File: src/rtl/beep_pattern_gen.sv
// Beep pattern generator: turns a start strobe into N ON/OFF beeps on `level`,
// with registered rise/fall strobes aligned to each level transition.
module beep_pattern_gen #(
  parameter int ON_CYCLES  = 25_000_000,
  parameter int OFF_CYCLES = 25_000_000,
  parameter int CNT_W      = 25
) (
  input  logic       clk,
  input  logic       reset_p,
  input  logic       start,
  input  logic       stop,
  input  logic [3:0] beep_count,
  output logic       level,
  output logic       rise_pulse,
  output logic       fall_pulse,
  output logic       busy,
  output logic       done
);

  // start and stop are single-cycle strobes sampled at posedge clk; there is no
  // ready: a start is accepted only in IDLE with stop low and beep_count != 0.

  typedef enum logic [1:0] {
    S_IDLE = 2'd0,
    S_ON   = 2'd1,
    S_OFF  = 2'd2
  } state_t;

  state_t           state, state_nxt;
  logic [CNT_W-1:0] timer, timer_nxt;
  logic [3:0]       remaining, remaining_nxt;
  logic             level_nxt, rise_nxt, fall_nxt, busy_nxt, done_nxt;
  logic             accept, on_last, off_last;

  assign accept   = (state == S_IDLE) && start && !stop && (beep_count != 4'd0);
  assign on_last  = (state == S_ON)  && (timer == CNT_W'(ON_CYCLES - 1));
  assign off_last = (state == S_OFF) && (timer == CNT_W'(OFF_CYCLES - 1));

  always_ff @(posedge clk) begin
    if (reset_p) begin
      state      <= S_IDLE;
      timer      <= '0;
      remaining  <= 4'd0;
      level      <= 1'b0;
      rise_pulse <= 1'b0;
      fall_pulse <= 1'b0;
      busy       <= 1'b0;
      done       <= 1'b0;
    end else begin
      state      <= state_nxt;
      timer      <= timer_nxt;
      remaining  <= remaining_nxt;
      level      <= level_nxt;
      rise_pulse <= rise_nxt;
      fall_pulse <= fall_nxt;
      busy       <= busy_nxt;
      done       <= done_nxt;
    end
  end

  always_comb begin
    state_nxt = state;
    case (state)
      S_IDLE: if (accept) state_nxt = S_ON;
      S_ON: begin
        if (stop)         state_nxt = S_IDLE;
        else if (on_last) state_nxt = (remaining == 4'd1) ? S_IDLE : S_OFF;
      end
      S_OFF: begin
        if (stop)          state_nxt = S_IDLE;
        else if (off_last) state_nxt = S_ON;
      end
      default: state_nxt = S_IDLE;
    endcase
  end

  // Outputs are the registered image of the next state, so every strobe lines
  // up with the level edge it describes.
  always_comb begin
    timer_nxt     = timer + 1'b1;
    remaining_nxt = remaining;
    if ((state_nxt != state) || (state_nxt == S_IDLE)) timer_nxt = '0;

    if (accept)                          remaining_nxt = beep_count;
    else if (stop && (state != S_IDLE))  remaining_nxt = 4'd0;
    else if (on_last)                    remaining_nxt = remaining - 4'd1;

    level_nxt = (state_nxt == S_ON);
    busy_nxt  = (state_nxt != S_IDLE);
    rise_nxt  = (state_nxt == S_ON) && (state != S_ON);
    fall_nxt  = (state == S_ON) && (state_nxt != S_ON);
    done_nxt  = on_last && !stop && (remaining == 4'd1);
  end

endmodule

File: config.mk
export PLATFORM = sky130hd
export DESIGN_NAME = beep_pattern_gen
export DESIGN_NICKNAME = d
export VERILOG_FILES = /design/src/rtl/beep_pattern_gen.sv
export SDC_FILE = /design/constraint.sdc
export NUM_CORES = 1
export LEC_CHECK = 0
export BUFFER_PORTS_ARGS = -buffer_cell sky130_fd_sc_hd__buf_2
export CORE_MARGIN = 3
export CORE_UTILIZATION = 59
export CTS_CLUSTER_DIAMETER = 50
export DETAILED_ROUTE_END_ITERATION = 10
export GPL_TIMING_DRIVEN = 0
export PLACE_DENSITY = 0.78
export SYNTH_ARGS = -nofsm -noshare
export SYNTH_HDL_FRONTEND = slang
export SYNTH_SLANG_ARGS = --single-unit
File: constraint.sdc
create_clock -name clk -period 2.63 [get_ports clk]
set_input_delay 0.3945 -clock clk [delete_from_list [all_inputs] [get_ports clk]]
set_output_delay 0.3945 -clock clk [all_outputs]
set_load 0.005 [all_outputs]
==> run summary <==
clock root buffer = clkbuf_4
commonest non-fill, non-tap cells in the layout = dfxtp_1 (36), nand2_1 (17), buf_2 (14)
Synth cell types = 44
routed wire length = 4230 um
worst rel slew slack = 67.8%
Syn Area/Cell = 8.94 sq um
die span in x = 64.0 um
Clk Latency, worst-skew pair = 0.34 ns
Slew Viols, Final = 0
PortBufs = 11
ANT nets after route = 0
Pwr Density = 446 nW/um^2
Final min period = 2.06 ns
# rows = 20
Post-Syn Instances = 222
1st-pass router iterations = 5
Slew @ Worst Pin = 0.480 ns
drt drc = 0
CP Data Arrival Time = 2.30 ns
commonest non-fill, non-tap cell in the layout = dfxtp_1
initial drt markers = 188
antenna violations before repair = 0
main flop type after synthesis = dfxtp_1
R2R Setup Slk = 0.57 ns
P&R area growth vs syn = 8.83%
Antenna diodes = 0
Yosys Warn Count = 0
Async SR Flop Fraction = 0%
Die Ht = 64.0 um
Reg2Reg Depth = 5
core area = 3130 sq um
CTS H-tree lvls = 2
Hold-fix buffers, CTS = 0
clk buf depth = 2
clock sinks = 36
RSZ-0062 raised after global routing = no
grt ovf = 0
vias in the first global route = 1,612
cell taking the most area after synthesis = dfxtp_1
VDD IR max = 356 uV
total negative slack = 0 ns
Num CTS Buffers = 5
WL/cell = 14.9 um
Hold Fails Final Rpt = 0
Setup crit end kind = flip-flop
worst path required time = 2.87 ns
Via Count = 1,776
post-synthesis sequential area ratio = 36.3%
gp weighted congestion = 0.970
Post-synth EDFFs = 0
clock transition at the registers of the reported paths = 0.09 ns
max cap viols = 0
Setup Viol. Count Final = 0
Yosys reg bits = 36
final net count = 251
Net Count, Synth = 233
Worst Hold Class = in2reg
Top-Level Pins = 13
half-perimeter wire length after placement = 3170 um
share of cells above drive strength 1 = 23.3%
Hold Path End = remaining[0]$_SDFFE_PP0P_
GRT Util Overall = 23.4%
R2R Path End = remaining[0]$_SDFFE_PP0P_
R2R Path Start = timer[0]$_SDFF_PP0_
status = finished clean
clock skew = 0.0140 ns
Critical Path Fanout Max = 8
cts repair resizes = 0
largest cells by area after synthesis = dfxtp_1 (36%), o31ai_1 (4.5%), or4_1 (4.2%), a21oi_2 (4.0%), xnor2_1 (4.0%)
Setup Fix Bufs, Post-CTS = 0
CTS tree = built
utilization after layout = 69.0%
Static Leak = 0.695 nW
Initial Util = 63.4%
Cells on Worst Hold Path = 3
vias per cell = 6.25
fmax = 485 MHz
critical hold path startpoint = beep_count[0]
Startpoint Class = flip-flop
Final period util = 78.4%
die area = 4100 sq um
Syn Std Cell Area = 1980 sq um
first-pass GRT wire length = 7650 um
critical path class = reg2reg
largest net degree at the start of global routing = 11
Yosys top cell area share = 36.3%
==> registers in the layout (all words and copies together) (netlist names) <==
| register | flops |
|---|---|
| rise_pulse | 1 |
| level | 1 |
| state | 2 |
| fall_pulse | 1 |
| timer | 25 |
| done | 1 |
| busy | 1 |
| remaining | 4 |
==> area by class of cell <==
class                   count  area, sq um
plain buffers              11         67.6
clock buffers               7         65.1
fillers                   253          968
inverters                   6         22.5
multi-input cells         169         1170
flip-flops and latches     36          721
well taps                  44         55.1
repair buffers             11         55.1
==> synth_stat cells, types with 2 or more instances <==
library cell and n:
nand3_1 12, xnor2_1 9, o211a_1 3, a21oi_1 12, dfxtp_1 36, nor2_2 11
a21o_1 2, or3_1 2, buf_6 3, nand4_1 8, clkbuf_1 5, or4_1 11
and3_1 6, nand2b_1 2, nand2_1 17, nor3_1 5, or2_2 2, ha_1 3
a21oi_2 9, buf_2 3, a211oi_1 8, o31ai_1 12, xor2_1 2, nor2_1 5
or4_4 3, inv_1 6, and4_1 3, o21ai_0 5, nor4_1 2
==> per-stage QoR <==
stage | std cells | power (mW) | hold WS (ns) | cell area (sq um) | setup slack (ns)
final | 284 | 0.963 | 0.357 | 2160 | 0.568
after global routing | 284 | 1.01 | 0.368 | 2160 | 0.388
after CTS | 284 | 0.969 | 0.350 | 2160 | 0.567
after detailed placement | 277 | 0.646 | 0.459 | 2090 | 0.580
after global placement | 277 | 0.641 | 0.454 | 2090 | 0.620
after floorplan | 222 | 0.624 | 0.439 | 1980 | 0.778
==> worst max-delay path, stage by stage, from the launching register on <==
cell	delay (ns)
dfxtp_1	0.40
ha_1	0.27
nand3_2	0.14
nor4_4	0.52
nand3_1	0.30
a221oi_2	0.34
==> cell families after synthesis <==
logic type                 synth area share (%)
xor gates and xnor gates                   4.86
AOI/OAI and AO/OA                          20.6
buffers and inverters                      4.54
DFF                                        36.3
and+or+nand+nor                            31.8
adders and majority gates                  1.89
==> per-layer routing <==
metal	vias to the layer above	part of all wire [%]	track usage, %
met5	-	0	0
met1	821	46	33.8
met4	0	1.7	7.82
li1	875	-	-
met3	11	7.8	6.50
met2	69	44	33.3
==> where the power goes <==
part / switching (mW) / total, mW / internal [mW]
clock network: 0.175 / 0.327 / 0.152
registers: 0.00864 / 0.562 / 0.554
logic: 0.0411 / 0.0740 / 0.0329
==> how the worst max path moves through the flow <==
| stage | end | cells past startpoint | start |
|---|---|---|---|
| floorplan | timer[2]$_SDFF_PP0_ | 6 | timer[0]$_SDFF_PP0_ |
| global placement | timer[2]$_SDFF_PP0_ | 6 | timer[0]$_SDFF_PP0_ |
| detailed placement | timer[22]$_SDFF_PP0_ | 6 | timer[0]$_SDFF_PP0_ |
| CTS | timer[2]$_SDFF_PP0_ | 6 | timer[0]$_SDFF_PP0_ |
| global route | remaining[0]$_SDFFE_PP0P_ | 5 | timer[0]$_SDFF_PP0_ |
| finish | remaining[0]$_SDFFE_PP0P_ | 5 | timer[0]$_SDFF_PP0_ |
Power figures use the tool's default switching activity.
